[config.mk]
export PLATFORM = sky130hd
export DESIGN_NAME = uart_tx
export DESIGN_NICKNAME = d
export VERILOG_FILES = /design/src/rtl/uart_pkg.sv /design/src/rtl/uart_baud_cnt.sv /design/src/rtl/uart_tx.sv
export SDC_FILE = /design/constraint.sdc
export NUM_CORES = 1
export LEC_CHECK = 0
export ABC_CLOCK_PERIOD_IN_PS = 1520
export BUFFER_PORTS_ARGS = -buffer_cell sky130_fd_sc_hd__buf_2
export CORE_MARGIN = 3
export CORE_UTILIZATION = 51
export DETAILED_ROUTE_END_ITERATION = 12
export HOLD_SLACK_MARGIN = 0.05
export PLACE_DENSITY = 0.73
export SLEW_MARGIN = 20
export SYNTH_ARGS = -nofsm -noshare
export SYNTH_HDL_FRONTEND = slang
export SYNTH_SLANG_ARGS = --single-unit
export TNS_END_PERCENT = 1
[constraint.sdc]
create_clock -name clk -period 1.52 [get_ports clk]
set_clock_uncertainty 0.2 [all_clocks]
set_input_delay 0.076 -clock clk [delete_from_list [all_inputs] [get_ports clk]]
set_output_delay 0.076 -clock clk [all_outputs]
set_load 0.005 [all_outputs]
[src/rtl/uart_pkg.sv]
`default_nettype none
// ============================================================================
// uart_pkg : shared UART types and constants (transmitter and receiver)
// Rev 1.0
// ============================================================================
package uart_pkg;

    localparam int CLKS_PER_BIT_DEFAULT = 4;

    localparam int PARITY_NONE = 0;
    localparam int PARITY_EVEN = 1;
    localparam int PARITY_ODD  = 2;

    typedef enum logic [2:0] {
        ST_IDLE   = 3'd0,
        ST_START  = 3'd1,
        ST_DATA   = 3'd2,
        ST_PARITY = 3'd3,
        ST_STOP   = 3'd4
    } uart_state_e;

    function automatic logic parity_bit(input logic [7:0] data, input int mode);
        return (mode == PARITY_ODD) ? ~^data : ^data;
    endfunction

endpackage
`default_nettype wire

[src/rtl/uart_baud_cnt.sv]
`default_nettype none
// ============================================================================
// uart_baud_cnt : bit-period counter, ticks on the last cycle of each bit
// Rev 1.0
// ============================================================================
module uart_baud_cnt #(
    parameter int CLKS_PER_BIT = 4
) (
    input  logic clk,
    input  logic rst,
    input  logic i_clr,
    output logic o_tick
);

    localparam int c_cnt_w = (CLKS_PER_BIT > 1) ? $clog2(CLKS_PER_BIT) : 1;
    localparam logic [c_cnt_w-1:0] c_last = c_cnt_w'(CLKS_PER_BIT - 1);

    logic [c_cnt_w-1:0] r_cnt_q;
    logic [c_cnt_w-1:0] w_cnt_d;

    assign o_tick = (r_cnt_q == c_last);

    always_comb begin
        w_cnt_d = r_cnt_q + c_cnt_w'(1);
        if (i_clr || o_tick) begin
            w_cnt_d = '0;
        end
    end

    always_ff @(posedge clk) begin
        if (rst) begin
            r_cnt_q <= '0;
        end else begin
            r_cnt_q <= w_cnt_d;
        end
    end

endmodule
`default_nettype wire

[src/rtl/uart_tx.sv]
`default_nettype none
// ============================================================================
// uart_tx : UART serialiser with a one-byte holding register for gapless frames
// Rev 1.0
// ============================================================================
module uart_tx
    import uart_pkg::*;
#(
    parameter int CLKS_PER_BIT = CLKS_PER_BIT_DEFAULT,
    parameter int PARITY       = PARITY_NONE,
    parameter int STOP_BITS    = 1
) (
    input  logic       clk,
    input  logic       rst,
    input  logic [7:0] data_in,
    input  logic       valid,
    output logic       ready,
    output logic       tx,
    output logic       busy
);

    localparam logic c_last_stop = 1'(STOP_BITS - 1);

    uart_state_e r_state_q, w_state_d;
    logic [7:0]  r_hold_q, w_hold_d;
    logic [7:0]  r_shift_q, w_shift_d;
    logic [2:0]  r_bit_cnt_q, w_bit_cnt_d;
    logic        r_hold_full_q, w_hold_full_d;
    logic        r_par_q, w_par_d;
    logic        r_tx_q, w_tx_d;
    logic        r_busy_q, w_busy_d;
    logic        w_hs, w_load, w_tick, w_last_stop, w_baud_clr;

    assign ready = !rst && !r_hold_full_q;
    assign w_hs  = valid && ready;
    assign tx    = r_tx_q;
    assign busy  = r_busy_q;

    uart_baud_cnt #(
        .CLKS_PER_BIT(CLKS_PER_BIT)
    ) u_baud (
        .clk   (clk),
        .rst   (rst),
        .i_clr (w_baud_clr),
        .o_tick(w_tick)
    );

    always_comb begin
        w_state_d   = r_state_q;
        w_shift_d   = r_shift_q;
        w_par_d     = r_par_q;
        w_bit_cnt_d = r_bit_cnt_q;
        w_last_stop = (r_state_q == ST_STOP) && w_tick && (r_bit_cnt_q[0] == c_last_stop);
        w_load      = r_hold_full_q && ((r_state_q == ST_IDLE) || w_last_stop);

        case (r_state_q)
            ST_IDLE: ;
            ST_START: if (w_tick) w_state_d = ST_DATA;
            ST_DATA: begin
                if (w_tick) begin
                    w_shift_d   = {1'b0, r_shift_q[7:1]};
                    w_bit_cnt_d = r_bit_cnt_q + 3'd1;
                    if (r_bit_cnt_q == 3'd7) begin
                        w_state_d = (PARITY == PARITY_NONE) ? ST_STOP : ST_PARITY;
                    end
                end
            end
            ST_PARITY: if (w_tick) w_state_d = ST_STOP;
            ST_STOP: begin
                if (w_tick) begin
                    w_bit_cnt_d = r_bit_cnt_q + 3'd1;
                    if (w_last_stop) w_state_d = ST_IDLE;
                end
            end
            default: w_state_d = ST_IDLE;
        endcase

        if (w_state_d != r_state_q) w_bit_cnt_d = '0;

        // Load wins over the normal STOP exit so the next start bit follows with no gap.
        if (w_load) begin
            w_state_d   = ST_START;
            w_shift_d   = r_hold_q;
            w_par_d     = parity_bit(r_hold_q, PARITY);
            w_bit_cnt_d = '0;
        end

        w_hold_d      = w_hs ? data_in : r_hold_q;
        w_hold_full_d = w_hs || (r_hold_full_q && !w_load);
        w_baud_clr    = (r_state_q == ST_IDLE) || (w_state_d != r_state_q);

        case (r_state_q)
            ST_START:  w_tx_d = 1'b0;
            ST_DATA:   w_tx_d = r_shift_q[0];
            ST_PARITY: w_tx_d = r_par_q;
            default:   w_tx_d = 1'b1;
        endcase
        w_busy_d = (r_state_q != ST_IDLE) || r_hold_full_q;
    end

    always_ff @(posedge clk) begin
        if (rst) begin
            r_state_q     <= ST_IDLE;
            r_hold_q      <= '0;
            r_hold_full_q <= 1'b0;
            r_shift_q     <= '0;
            r_bit_cnt_q   <= '0;
            r_par_q       <= 1'b0;
            r_tx_q        <= 1'b1;
            r_busy_q      <= 1'b0;
        end else begin
            r_state_q     <= w_state_d;
            r_hold_q      <= w_hold_d;
            r_hold_full_q <= w_hold_full_d;
            r_shift_q     <= w_shift_d;
            r_bit_cnt_q   <= w_bit_cnt_d;
            r_par_q       <= w_par_d;
            r_tx_q        <= w_tx_d;
            r_busy_q      <= w_busy_d;
        end
    end

endmodule
`default_nettype wire

==> key figures, run 1 <==
Setup path
  – CP peak stage delay: approximately 370 ps
  – Buf/Inv on CP: 1
  – Crit-path cells: ha_4 > and2b_4 > o211ai_4 > buf_4 > nand3b_1 > a21oi_1
  – Data arrival time of the worst path: 1710 ps
  – Max FO, Critical Path: 6
  – Slowest-stage cell, CP: dfxtp_2
  – Worst Setup Start Kind: flop
  – CP top delay family: flip-flops
  – Critical Path End Type: flop
  – Kind of critical path: flop to flop
  – Req. time, crit path: 1600 ps

Power
  – Sw power: 377 uW
  – Clock Power Share: 0.320
  – Switching power share of the total: 0.245
  – Internal: 1.16 mW
  – Pleak: 0.630 nW
  – Worst vdd ir: 870 uV
  – Seq pwr share: 0.523
  – Combinational fraction of design power: 0.157
  – PwrDens: about 900 mW/mm^2

Timing
  – Peak Freq: 615 MHz
  – Fin crit period: 1630 ps
  – Final Setup Violations: 12
  – RSZ-0062 raised after global routing: true
  – Fin crit share: 1.07
  – Fin Hold WS: 260 ps
  – Final hold violation count: 0
  – Max_slew headroom: 0.789
  – Worst-Margin Slew: about 320 ps
  – Max Slew Vio Count: 0
  – Setup WS post-layout: -107 ps

Floorplan
  – Die width: between 50 and 60 um
  – Top Ports: 14
  – Core area: 0.00250 sq mm
  – Die area: 0.00332 sq mm
  – Chip height: 57.6 um
  – Starting density of the core: 0.544
  – Row cnt: 18

Detailed routing
  – Via density: 5.55
  – Total wire length: 2940 um
  – Residual DRC: 0
  – First-pass DRT Iterations: 4
  – Routed Antenna Nets: 0
  – 1st-iter DRT viols: 33
  – Routed WL per cell: 15.0 um
  – Vias: approximately 1.1k

Min path
  – Worst hold-check path type: flop to flop

Placement
  – Dpl hpwl: 1870 um
  – DP Area: 0.00152 sq mm
  – RD Place Congestion: 0.783
  – Post-place setup slack: -97.9 ps
  – I/O Buffers: 13

Finish
  – Fill cells: 171
  – Final #Nets: about 180
  – Layout cells sized above 1: 0.337
  – N_diodes: 0
  – FF/Latch Area: 571 sq um
  – Most frequent cells in the layout: 22 x dfxtp_1, 19 x nor2_1, 14 x buf_4
  – Final Cell Area: 0.00171 sq mm
  – Area occupied by multi-input gates: 772 sq um
  – Synthesis-to-finish area growth: 26.1%
  – Commonest non-fill, non-tap cell in the layout: dfxtp_1

Synth
  – Mapped Cells: 133
  – Seq/Total Area, Yosys: 0.413
  – FFs w/ async S/R, synth: 0
  – YS warnings: 0
  – Syn avg cell area: 10.2 sq um
  – EDFF count, synth: 0
  – Post-Synth Adder-Cell Area: 0.0276
  – Library cells used by synthesis: 33
  – XOR/XNOR Fraction of Synth Area: 0.0700
  – Post-Syn Nets: 147
  – Post-Syn Area: 0.00136 sq mm
  – Synth Area in Simple Gates: 0.211
  – Synth Area in Compound Gates: 0.134
  – Synth Register Bits: 28
  – Largest family of logic cells by synthesized area: simple AND/OR/NAND/NOR gates
  – Proportion of synthesized area in mux cells: 0.0884
  – Top FF cell, synth: dfxtp_1

Global routing
  – First-pass GRT wire length: 4970 um
  – Largest net degree at the start of global routing: 24
  – Vias in the first global route: 1,105
  – GRT Resource Usage Total: 0.191
  – Total grt overflow: 0
  – Initial antenna violation count: 0

Clocking
  – Longest Clk Path Bufs: 2
  – Htree depth: 1
  – Clk_lat worst skew: 330 ps
  – Clock Root Buffer: clkbuf_4
  – TritonCTS clock tree: built
  – CTS Buf Count: 3
  – Clk sinks: 28
  – Reg clk slew, reported paths: 150 ps

Job
  – Max Cap Viol: 0

Status
  – Run status: complete, but fails checks
  – Failing checks: negative setup slack
synthesized netlist by cell type, types with 3 or more instances:
cell type	n	share of area
nor3_2	3	0.022
nor2_1	19	0.052
mux2i_1	12	0.088
buf_6	5	0.041
nand3b_1	8	0.044
nand2_1	4	0.011
a21oi_1	12	0.044
a22oi_1	5	0.028
ha_1	3	0.028
xnor2_1	9	0.058
dfxtp_1	28	0.41
worst register-to-register path, stage by stage, from the launching register on:
cell and delay, ps:
dfxtp_2 370, ha_4 180, and2b_4 190, o211ai_4 230, buf_4 190, nand3b_1 90, a21oi_1 130
path summary, 6_finish.rpt:
| kind | slack (ps) | start | to | cells after the start |
|---|---|---|---|---|
| worst max-delay path | -110 | u_baud.r_cnt_q[0] | r_shift_q[2] | 6 |
| worst min-delay path | 260 | u_baud.r_cnt_q[0] | u_baud.r_cnt_q[0] | 1 |
| worst max register to register | -110 | u_baud.r_cnt_q[0] | r_shift_q[2] | 6 |
| worst min register to register | 260 | u_baud.r_cnt_q[0] | u_baud.r_cnt_q[0] | 1 |
registers in the layout, indices dropped and copies added (netlist names):
register / count
r_hold_q: 8
r_hold_full_q: 1
busy: 1
r_state_q: 3
r_bit_cnt_q: 3
r_par_q: 1
r_shift_q: 8
u_baud.r_cnt_q: 2
tx: 1
metrics by stage:
stage	utilization	TNS, ps	instances	total power, mW
4_1_cts	0.670	-972	195	1.54
2_1_floorplan	-	-7.11	133	0.975
3_3_place_gp	0.607	-213	181	1.03
6_report	0.685	-951	196	1.54
3_5_place_dp	0.607	-747	181	1.04
5_1_grt	0.685	-1970	196	1.60
area by class of cell:
type | count | area share
Clock buffer | 3 | 0.0131
Clock inverter | 1 | 0.0175
Inverter | 2 | 0.00438
Multi-Input combinational cell | 95 | 0.451
Sequential cell | 28 | 0.333
Tap cell | 30 | 0.0219
Timing Repair Buffer | 37 | 0.159
per-layer routing:
| metal | vias to the layer above | wire length, um | GRT usage |
|---|---|---|---|
| met1 | 515 | 1310 | 0.244 |
| met3 | 7 | 115 | 0.0290 |
| li1 | 532 | - | - |
| met2 | 34 | 1460 | 0.321 |
| met5 | - | 0 | 0 |
| met4 | 0 | 52 | 0.0795 |
power groups by stage:
stage,Clock [mW],Sequential (mW),Combinational [mW]
2_1_floorplan,0,0.811,0.164
3_3_place_gp,0,0.820,0.208
3_5_place_dp,0,0.821,0.216
4_1_cts,0.498,0.805,0.236
5_1_grt,0.525,0.812,0.262
6_report,0.493,0.806,0.242
logic make-up after synthesis:
kind of cell    Yosys count
flops                    28
simple gates             45
fa+ha+maj                 3
xor+xnor                 10
buf+inv                  10
compound gates           25
mux                      12
timing repair:
action / CTS / global route
setup endpoints to repair: 15 / 18
hold buffers: 10 / 0
gates resized for setup: 3 / 8
setup buffers: 0 / 1
pin swaps: 0 / 2
hold endpoints to repair: 20 / 0
Note: power is estimated with default switching activity, not from simulation.
==> inputs of run 2 (changes only) <==
--- a/config.mk
+++ b/config.mk
@@ -5,13 +5,14 @@
 export SDC_FILE = /design/constraint.sdc
 export NUM_CORES = 1
 export LEC_CHECK = 0
+export ABC_AREA = 1
 export ABC_CLOCK_PERIOD_IN_PS = 1520
 export BUFFER_PORTS_ARGS = -buffer_cell sky130_fd_sc_hd__buf_2
 export CORE_MARGIN = 3
-export CORE_UTILIZATION = 51
+export CORE_UTILIZATION = 52
 export DETAILED_ROUTE_END_ITERATION = 12
 export HOLD_SLACK_MARGIN = 0.05
-export PLACE_DENSITY = 0.73
+export PLACE_DENSITY = 0.74
 export SLEW_MARGIN = 20
 export SYNTH_ARGS = -nofsm -noshare
 export SYNTH_HDL_FRONTEND = slang
==> key figures, run 2 <==
Detailed routing
  – First-pass DRT Iterations: 4
  – Residual DRC: 0
  – Routed WL per cell: 13.4 um
  – 1st-iter DRT viols: 65
  – Routed Antenna Nets: 0
  – Total wire length: 3550 um
  – Via density: 5.32
  – Vias: roughly 1.4k

Global routing
  – First-pass GRT wire length: between 6000 and 7000 um
  – GRT Resource Usage Total: 0.229
  – Total grt overflow: 0
  – Vias in the first global route: 1,412
  – Grt met1 use: 0.278
  – Met2 Track Usage GR: 0.416
  – Initial antenna violation count: 0
  – Largest net degree at the start of global routing: 17
  – Top Usage Layer GRT: met2
  – Met3 Usage GRT: 0.0504

Setup path
  – Data arrival time of the worst path: roughly 1600 ps
  – Worst Setup Start Kind: flop
  – Critical Path End Type: flop
  – Max FO, Critical Path: 3
  – Req. time, crit path: 1590 ps
  – Kind of critical path: flop to flop

Timing
  – Peak Freq: roughly 660 MHz
  – Fin crit share: 1.00
  – RSZ-0062 raised after global routing: true
  – Worst-Margin Slew: around 250 ps
  – Fin Hold WS: 243 ps
  – Fin crit period: 1520 ps
  – Setup WS post-layout: -4.87 ps
  – Max Slew Vio Count: 0
  – Max_slew headroom: 0.833
  – Final hold violation count: 0
  – Final Setup Violations: 1

Finish
  – N_diodes: 0
  – Final #Nets: 250
  – Most frequent cells in the layout: 67 x nand2_1, 22 x dfxtp_1, 18 x nand3_1
  – Fill cells: 196
  – Final core utilization: 0.724
  – FF/Latch Area: between 500 and 600 sq um
  – Top flop regs: r_hold_q (8), r_shift_q (8)
  – Layout cells sized above 1: 0.238
  – Commonest non-fill, non-tap cell in the layout: nand2_1
  – Area occupied by multi-input gates: about 800 sq um
  – Synthesis-to-finish area growth: 27.6%

Synth
  – Top post-synthesis cells by count: 67 x nand2_1, 28 x dfxtp_1, 19 x inv_1, 19 x nand3_1, 13 x nor2_1
  – Top cells by area, synth: dfxtp_1 38%, nand2_1 17%, nand3_1 6.5%, inv_1 4.9%, buf_6 3.9%
  – Library cells used by synthesis: 27
  – EDFF count, synth: 0
  – Mapped Cells: 199
  – Syn avg cell area: 7.32 sq um
  – Synth Register Bits: 28
  – Synth area leader: dfxtp_1
  – Seq/Total Area, Yosys: 0.385
  – FFs w/ async S/R, synth: 0
  – Post-Syn Nets: between 200 and 250
  – Top FF cell, synth: dfxtp_1
  – Post-Syn Area: 0.00146 sq mm
  – Most frequent cell after synthesis: nand2_1
  – Post-synth top area share: 0.385
  – YS warnings: 0

Placement
  – I/O Buffers: 13
  – RD Place Congestion: 0.857
  – Dpl hpwl: 2420 um

Clocking
  – Htree depth: 1
  – Reg clk slew, reported paths: 150 ps
  – TritonCTS clock tree: built
  – Longest Clk Path Bufs: 2
  – Clk sinks: 28
  – Clock Root Buffer: clkbuf_4
  – CTS Buf Count: 3
  – Clk_lat worst skew: 340 ps

Floorplan
  – Row cnt: 18
  – Die area: 0.00347 sq mm
  – Top Ports: 14
  – Starting density of the core: 0.567
  – Chip height: approximately 60 um
  – Die width: 58.9 um
  – Core area: 0.00257 sq mm

Power
  – Pleak: 0.860 nW
  – PwrDens: approximately 900 mW/mm^2
  – Worst vdd ir: 784 uV

Status
  – Run status: complete, but fails checks
  – Failing checks: negative setup slack

Min path
  – Worst hold-check path type: flop to flop

Job
  – Max Cap Viol: 0
## run 2: path summary, 6_finish.rpt
| path | startpoint | to | slack [ps] | cells after the start |
|---|---|---|---|---|
| setup / recovery | r_bit_cnt_q[0] | r_bit_cnt_q[2] | -5 | 7 |
| hold / removal | u_baud.r_cnt_q[0] | u_baud.r_cnt_q[0] | 240 | 1 |
| setup reg to reg | r_bit_cnt_q[0] | r_bit_cnt_q[2] | -5 | 7 |
| hold reg to reg | u_baud.r_cnt_q[0] | u_baud.r_cnt_q[0] | 240 | 1 |
## run 2: cells by family after synthesis
| group | share of synthesized area |
|---|---|
| adder cells (fa/ha/maj) | 0.0258 |
| AND/OR/NAND/NOR | 0.356 |
| flip-flops | 0.385 |
| XOR/XNOR | 0.0481 |
| buffers and inverters | 0.0962 |
| AO/OA/AOI/OAI | 0.0893 |
## run 2: repair_timing
action / 4_1_cts / 5_1_grt
pin swaps: 0 / 3
hold endpoints to repair: 19 / 0
hold buffers: 10 / 0
setup buffers: 0 / 1
resized for setup: 8 / 11
setup endpoints to repair: 18 / 24
gates cloned: 0 / 0
## run 2: layer usage
| layer | share of wire | routed length [um] |
|---|---|---|
| met3 | 0.064 | 228 |
| met2 | 0.51 | 1820 |
| met5 | 0 | 0 |
| met1 | 0.42 | 1480 |
| met4 | 0.0065 | 23 |
## run 2: report_power, final
| part | switching [mW] | total, mW | internal, mW |
|---|---|---|---|
| logic | 0.184 | 0.346 | 0.163 |
| clock network | 0.225 | 0.492 | 0.267 |
| registers | 0.0429 | 0.825 | 0.782 |
## run 2: stage by stage
stage	power, mW	cell area [sq um]	instances	TNS [ps]	setup slack [ps]
after global placement	1.13	1630	250	-25.3	-25.3
final	1.66	1860	265	-4.87	-4.87
after global routing	1.75	1860	265	-695	-101
after floorplan	1.04	1460	199	0	40.4
after detailed placement	1.14	1630	250	-470	-106
after CTS	1.66	1810	264	-38.9	-24.2
## run 2: cell type report
class                           instances  share of cell area
Multi-Input combinational cell        144               0.428
Sequential cell                        28               0.308
Timing Repair Buffer                   38               0.173
Inverter                               21              0.0424
Tap cell                               30              0.0202
Clock inverter                          1              0.0162
Clock buffer                            3              0.0121
## run 2: worst max-delay path, stage by stage (launching register included)
cell	delay, ps
dfxtp_2	350
ha_1	190
ha_1	190
nor2_1	90
o21ai_1	80
nand3_1	90
nand3_2	120
nor3_2	150
==> inputs of run 3 (changes only) <==
--- a/config.mk
+++ b/config.mk
@@ -6,13 +6,13 @@
 export NUM_CORES = 1
 export LEC_CHECK = 0
 export ABC_AREA = 1
-export ABC_CLOCK_PERIOD_IN_PS = 1520
+export ABC_CLOCK_PERIOD_IN_PS = 1600
 export BUFFER_PORTS_ARGS = -buffer_cell sky130_fd_sc_hd__buf_2
 export CORE_MARGIN = 3
-export CORE_UTILIZATION = 52
+export CORE_UTILIZATION = 57
 export DETAILED_ROUTE_END_ITERATION = 12
 export HOLD_SLACK_MARGIN = 0.05
-export PLACE_DENSITY = 0.74
+export PLACE_DENSITY = 0.77
 export SLEW_MARGIN = 20
 export SYNTH_ARGS = -nofsm -noshare
 export SYNTH_HDL_FRONTEND = slang
==> constraint.sdc (replaced) <==
create_clock -name clk -period 1.6 [get_ports clk]
set_clock_uncertainty 0.2 [all_clocks]
set_input_delay 0.08 -clock clk [delete_from_list [all_inputs] [get_ports clk]]
set_output_delay 0.08 -clock clk [all_outputs]
set_load 0.005 [all_outputs]
==> key figures, run 3 (synthesis results as in run 2) <==
Setup path
  – Worst Setup Start Kind: flop
  – Req. time, crit path: around 1700 ps
  – Kind of critical path: flop to flop
  – Data arrival time of the worst path: 1580 ps
  – Critical Path End Type: flop
  – Max FO, Critical Path: 9

Detailed routing
  – Total wire length: 3210 um
  – Routed WL per cell: 12.4 um
  – Max Used Layer: met4
  – Residual DRC: 0
  – Vias: between 1k and 1.5k
  – Met3 wire len: 163 um
  – Via density: between 5 and 6
  – Wire length on met1: 1450 um
  – Metal2 WL: 1520 um
  – First-pass DRT Iterations: 4
  – Routed Antenna Nets: 0
  – 1st-iter DRT viols: 45

Timing
  – Setup WS post-layout: 68.9 ps
  – Max Slew Vio Count: 0
  – Final Setup Violations: 0
  – Peak Freq: around 650 MHz
  – Worst-Margin Slew: 413 ps
  – Final setup TNS: 0 ps
  – Fin Hold WS: about 240 ps
  – Fin crit share: 0.957
  – Fin crit period: ~1500 ps
  – Final hold violation count: 0
  – RSZ-0062 raised after global routing: true
  – Max_slew headroom: 0.724

Floorplan
  – Die width: 56.5 um
  – Row cnt: 17
  – Starting density of the core: 0.628
  – Chip height: 56.5 um
  – Top Ports: 14
  – Die area: approximately 0.0032 sq mm
  – Core area: about 0.0023 sq mm

Global routing
  – GRT Resource Usage Total: 0.213
  – Largest net degree at the start of global routing: 16
  – Total grt overflow: 0
  – First-pass GRT wire length: 5380 um
  – Initial antenna violation count: 0
  – Vias in the first global route: about 1.2k

Clocking
  – Clk sinks: 28
  – Longest Clk Path Bufs: 2
  – Clock Root Buffer: clkbuf_4
  – CTS Buf Count: 3
  – Post-CTS setup buffers: 0
  – Htree depth: 1
  – TritonCTS clock tree: built
  – Reg clk slew, reported paths: 140 ps
  – Clk_lat worst skew: 330 ps

Status
  – Run status: finished, final reports clean

Placement
  – RD Place Congestion: approximately 0.8
  – Dpl hpwl: roughly 2300 um
  – Post-place setup slack: -49.6 ps
  – I/O Buffers: 13

Finish
  – Synthesis-to-finish area growth: 19.2%
  – Commonest non-fill, non-tap cell in the layout: nand2_1
  – Final core utilization: 0.749
  – Top flop regs: r_hold_q (8), r_shift_q (8)
  – Area occupied by multi-input gates: 778 sq um
  – Fill cells: 161
  – FF/Latch Area: 568 sq um
  – N_diodes: 0
  – Most frequent cells in the layout: 67 x nand2_1, 22 x dfxtp_1, 18 x inv_1, 18 x nand3_1
  – Final #Nets: 245
  – Layout cells sized above 1: 0.213

Min path
  – Worst hold-check path type: flop to flop

Job
  – Max Cap Viol: 0

Power
  – Pleak: 0.804 nW
  – Worst vdd ir: between 500 and 600 uV
  – PwrDens: 820 mW/mm^2
==> run 3: cell types whose count changed in the layout (fill, tap and decap cells not counted), sizes merged <==
| cell | previous run | this run |
|---|---|---|
| buf | 27 | 23 |
| bufinv | 1 | 0 |
==> run 3: area by class of cell <==
| cell class | count | share of cell area |
|---|---|---|
| clock buffer | 4 | 0.0209 |
| inverter | 21 | 0.0454 |
| multi-input combinational | 144 | 0.448 |
| sequential | 28 | 0.327 |
| tap | 28 | 0.0202 |
| timing repair buffer | 33 | 0.138 |
==> run 3: timing repair <==
item,4_1_cts,5_1_grt
pin swaps,0,1
endpoints found under the setup margin,12,14
hold endpoints to repair,20,0
resized for setup,2,10
hold buffers,10,0
==> run 3: power breakdown <==
group	leakage, nW	switching [mW]	internal, mW
logic	0.551	0.152	0.129
clock network	0.0210	0.211	0.139
registers	0.232	0.0460	0.746
==> run 3: path summary, 6_finish.rpt <==
check / depth (start not counted) / to / slack [ps] / from
hold reg to reg: 1 / u_baud.r_cnt_q[0] / 240 / u_baud.r_cnt_q[0]
hold / removal: 1 / u_baud.r_cnt_q[0] / 240 / u_baud.r_cnt_q[0]
setup reg to reg: 8 / r_shift_q[3] / 70 / u_baud.r_cnt_q[0]
setup / recovery: 8 / r_shift_q[3] / 70 / u_baud.r_cnt_q[0]
==> run 3: worst max-delay path: stages, from the launching register on <==
cell	delay, ps
dfxtp_2	380
ha_4	190
nand4_4	120
nand2_4	90
nand2_4	80
nand2_2	160
o21ai_0	120
nand2_1	70
inv_1	40
==> run 3: through the flow <==
stage                     area (sq um)  power, mW  std cells
after detailed placement          1570       1.06        244
after floorplan                   1460      0.991        199
after global placement            1570       1.05        244
after global routing              1740       1.50        258
final                             1740       1.42        258
after CTS                         1720       1.42        258
==> run 3: per-layer routing <==
metal	global-route usage	up-vias
li1	-	701
met5	0	-
met1	0.279	599
met3	0.0276	9
met4	0.0814	0
met2	0.353	41
